<file path="src/rtl/mcc_word_sequencer.sv">
// rtl/mcc_word_sequencer.sv - slices a wide add across the registered 5-bit MCC adder stage
module mcc_word_sequencer #(
    parameter int SLICES  = 4,
    parameter int SLICE_W = 5,
    parameter int ADD_LAT = 2
) (
    input  logic                        clk,
    input  logic                        rst_n,
    input  logic                        in_valid,
    output logic                        in_ready,
    input  logic [SLICES*SLICE_W-1:0]   op_a,
    input  logic [SLICES*SLICE_W-1:0]   op_b,
    input  logic                        op_cin,
    output logic [SLICE_W-1:0]          add_a,
    output logic [SLICE_W-1:0]          add_b,
    output logic                        add_cin,
    input  logic [SLICE_W-1:0]          add_sum,
    input  logic                        add_cout,
    output logic                        out_valid,
    input  logic                        out_ready,
    output logic [SLICES*SLICE_W-1:0]   out_sum,
    output logic                        out_cout,
    output logic                        busy
);
    localparam int W     = SLICES * SLICE_W;
    localparam int IDX_W = (SLICES > 1) ? $clog2(SLICES) : 1;
    localparam int WC_W  = (ADD_LAT > 0) ? $clog2(ADD_LAT + 1) : 1;
    localparam logic [IDX_W-1:0] IDX_LAST = IDX_W'(SLICES - 1);
    localparam logic [WC_W-1:0]  WC_LAST  = WC_W'(ADD_LAT);

    typedef enum logic [1:0] {IDLE, EXEC, DONE} state_t;

    state_t             state;
    logic [IDX_W-1:0]   idx;
    logic [WC_W-1:0]    wcnt;
    logic [W-1:0]       opa_q;
    logic [W-1:0]       opb_q;

    assign in_ready = (state == IDLE);

    // Operand registers shift right so the next slice to issue always sits in the low bits.
    always_ff @(posedge clk or negedge rst_n) begin
        if (!rst_n) begin
            state     <= IDLE;
            idx       <= '0;
            wcnt      <= '0;
            opa_q     <= '0;
            opb_q     <= '0;
            add_a     <= '0;
            add_b     <= '0;
            add_cin   <= 1'b0;
            out_sum   <= '0;
            out_cout  <= 1'b0;
            out_valid <= 1'b0;
            busy      <= 1'b0;
        end else begin
            case (state)
                IDLE: begin
                    if (in_valid) begin
                        opa_q   <= op_a >> SLICE_W;
                        opb_q   <= op_b >> SLICE_W;
                        add_a   <= op_a[SLICE_W-1:0];
                        add_b   <= op_b[SLICE_W-1:0];
                        add_cin <= op_cin;
                        idx     <= '0;
                        wcnt    <= '0;
                        busy    <= 1'b1;
                        state   <= EXEC;
                    end
                end
                EXEC: begin
                    if (wcnt == WC_LAST) begin
                        for (int s = 0; s < SLICES; s++) begin
                            if (idx == IDX_W'(s)) begin
                                out_sum[s*SLICE_W +: SLICE_W] <= add_sum;
                            end
                        end
                        wcnt <= '0;
                        if (idx == IDX_LAST) begin
                            out_cout  <= add_cout;
                            out_valid <= 1'b1;
                            add_a     <= '0;
                            add_b     <= '0;
                            add_cin   <= 1'b0;
                            state     <= DONE;
                        end else begin
                            idx     <= idx + 1'b1;
                            add_a   <= opa_q[SLICE_W-1:0];
                            add_b   <= opb_q[SLICE_W-1:0];
                            add_cin <= add_cout;
                            opa_q   <= opa_q >> SLICE_W;
                            opb_q   <= opb_q >> SLICE_W;
                        end
                    end else begin
                        wcnt <= wcnt + 1'b1;
                    end
                end
                DONE: begin
                    if (out_ready) begin
                        out_valid <= 1'b0;
                        busy      <= 1'b0;
                        state     <= IDLE;
                    end
                end
                default: state <= IDLE;
            endcase
        end
    end
endmodule

</file>
<file path="config.mk">
export PLATFORM = sky130hd
export DESIGN_NAME = mcc_word_sequencer
export DESIGN_NICKNAME = d
export VERILOG_FILES = /design/src/rtl/mcc_word_sequencer.sv
export SDC_FILE = /design/constraint.sdc
export NUM_CORES = 1
export LEC_CHECK = 0
export ABC_AREA = 0
export CAP_MARGIN = 20
export CORE_MARGIN = 4
export CORE_UTILIZATION = 50
export CTS_BUF_LIST = sky130_fd_sc_hd__clkbuf_8
export DETAILED_ROUTE_END_ITERATION = 10
export PLACE_DENSITY = 0.82
export SLEW_MARGIN = 20
export SYNTH_ARGS = -nofsm -noshare
export SYNTH_HDL_FRONTEND = slang
export SYNTH_SLANG_ARGS = --single-unit
</file>
<file path="constraint.sdc">
create_clock -name clk -period 1.9 [get_ports clk]
set_input_delay 0.38 -clock clk [delete_from_list [all_inputs] [get_ports clk]]
set_output_delay 0.38 -clock clk [all_outputs]
set_load 0.1 [all_outputs]
</file>
==> out/metrics.csv <==
stage,metric,value,unit
global_routing,GR Util All Layers,18.9,%
routing,vias per cell,5.34,
placement,RD Place Congestion,0.741,
sta,Max Slew Vio Count,0,
synthesis,post-synthesis cell type count,32,
critical_path,worst path arrival time,1.40,ns
critical_path,critical-path maximum fanout,9,
routing,WL per Instance,17.0,µm
outcome,outcome,"finished, final reports clean",
finish,fraction of layout cells with a size suffix above 1,37.4,%
sta,setup TNS,0,ns
sta,Slew @ Worst Pin,0.535,ns
global_routing,initial antenna violation count,0,
sta,RSZ-0062 raised after global routing,false,
clocking,Worst-Skew Late Latency,0.34,ns
clocking,clk root buf,clkbuf_8,
finish,Final Instance Count excl. Fillers,419,
synthesis,Mapped Area,0.00329,mm²
synthesis,Synth Register Bits,70,
sta,Final WS setup,0.119,ns
routing,final wirelength,7120,µm
clocking,CTS sink count,70,
critical_path,"critical path, cell by cell",buf_4 -> nor2_4 -> buf_12,
worst_hold_path,hold crit path type,reg2reg,
clocking,CTS tree,built,
clocking,Post-CTS Resized,0,
clocking,post-cts hold buffer count,1,
sta,Final setup viols,0,
critical_path,CP max stage delay,0.53,ns
critical_path,Setup CP Type,reg2out,
die,I/O pins,86,
clocking,"CTS clk-pin slew, worst paths",0.07,ns
placement,HPWL Detailed,5020,µm
finish,"commonest non-fill, non-tap cells in the layout","dfrtp_1, mux2_2, clkdlybuf4s50_1, buf_4, inv_1",
critical_path,Top delay family on crit path,flip-flops,
synthesis,Cells after Synth,245,
sta,Tcrit/Tclk final,93.7,%
sta,Max Freq,561,MHz
die,Die W,89.1,µm
synthesis,Post-Syn Nets,301,
routing,drt pass-1 iters,4,
routing,DRT iter0 DRCs,113,
finish,Area Growth Syn to Fin,35.8,%
die,CORE AREA,0.00635,mm²
critical_path,"Slowest-stage cell, CP",dfrtp_1,
critical_path,Worst setup EP type,output port,
routing,Routed Antenna Nets,0,
finish,Final Core Density,70.3,%
synthesis,Synth Area per Inst,13.4,µm²
routing,residual DRC count,0,
clocking,clock tree buffer depth,2,
finish,nets,393,
sta,Slew HR,64.3,%
placement,pre-CTS WS,0.0389,ns
finish,Antenna diodes,0,
global_routing,gr ovfl total,0,
sta,Final Skew,0.00736,ns
global_routing,first-pass GRT wire length,11300,µm
critical_path,Required @ worst endpoint,1.52,ns
global_routing,largest net degree at the start of global routing,38,
job,Max Cap Viol,0,
placement,port bufs,85,
global_routing,vias in the first global route,2347,
clocking,"Setup Fix Bufs, Post-CTS",0,
sta,minimum clock period,1.78,ns
synthesis,post-synthesis sequential area ratio,53.3,%
synthesis,YS warnings,0,
critical_path,crit path launch type,register,
die,die outline area,0.00793,mm²
critical_path,Worst Path Buf+Inv,2,
die,Die H,89.1,µm
die,number of cell rows,29,
finish,"most common cell after layout, fill and taps aside",dfrtp_1,
sta,Fin. Hold Viols,0,
placement,Cells after DPL,402,
clocking,CTS Buf Count,9,
routing,Vias,2237,
die,initial core utilization,51.7,%
clocking,H-tree levels,3,
synth_stat cells (all sizes together):
| cell | number | area share, % |
|---|---|---|
| o211ai | 1 | 0.23 |
| o211a | 1 | 0.30 |
| nand4bb | 1 | 0.84 |
| nand2 | 7 | 0.80 |
| and4bb | 2 | 0.88 |
| o21ai | 1 | 0.15 |
| a22o | 11 | 2.9 |
| nor2 | 5 | 0.57 |
| ha | 5 | 1.9 |
| nor3b | 1 | 0.23 |
| mux2i | 11 | 3.4 |
| and3b | 1 | 0.27 |
| inv | 15 | 1.7 |
| a221o | 1 | 0.30 |
| a21boi | 1 | 0.23 |
| o311ai | 1 | 0.27 |
| a21oi | 14 | 2.2 |
| buf | 10 | 2.6 |
| o21bai | 1 | 0.23 |
| a21o | 1 | 0.23 |
| nand2b | 4 | 0.76 |
| dfrtp | 70 | 53 |
| clkbuf | 5 | 0.57 |
| mux2 | 62 | 21 |
| o22ai | 1 | 0.19 |
| or2 | 1 | 0.27 |
| nor4bb | 11 | 3.4 |
final cells by class:
cell class              count  area [µm²]
multi-input cells         145        1380
inverters                  15        56.3
flip-flops and latches     70        1750
clock buffers               9         124
repair buffers             96         933
well taps                  77        96.3
fillers                   446        1890
clock inverters             7         121
final timing paths:
kind	startpoint	endpoint	slack [ns]	cells past startpoint
setup / recovery	state[0]	in_ready	0.12	3
hold / removal	opa_q[9]	opa_q[9]	0.49	1
setup reg to reg	idx[0]	opa_q[4]	0.17	5
hold reg to reg	opa_q[9]	opa_q[9]	0.49	1
max in group asynchronous	rst_n	out_cout	0.82	3
min in group asynchronous	rst_n	state[1]	0.52	2
through the flow:
stage	cell area [µm²]	hold slack (ns)
after global placement	4210	0.360
after CTS	4460	0.492
after detailed placement	4210	0.371
after floorplan	3290	0.0844
final	4460	0.488
after global routing	4460	0.515
registers in the layout, summed over array words and instances, names as in the netlist, 2 cells and up:
| name | cells |
|---|---|
| out_sum | 20 |
| wcnt | 2 |
| add_b | 5 |
| idx | 2 |
| opb_q | 15 |
| opa_q | 15 |
| add_a | 5 |
| state | 2 |
metal layers:
metal | up-vias | routed length [µm] | GRT usage (%)
met2 | 62 | 3340 | 28.6
met5 | - | 0 | 0
met3 | 14 | 372 | 3.23
met1 | 1098 | 3250 | 26.2
met4 | 0 | 154 | 9.61
li1 | 1063 | - | -
logic make-up after synthesis:
logic type	synth area share, %
buffers and inverters	4.91
DFF	53.3
AOI/OAI and AO/OA	7.31
and+or+nand+nor	7.96
adders and majority gates	1.90
muxes	24.6
Power is left out: the tool's default activity adds up to more than one toggle a clock period on the data nets, which glitch-free logic cannot reach.
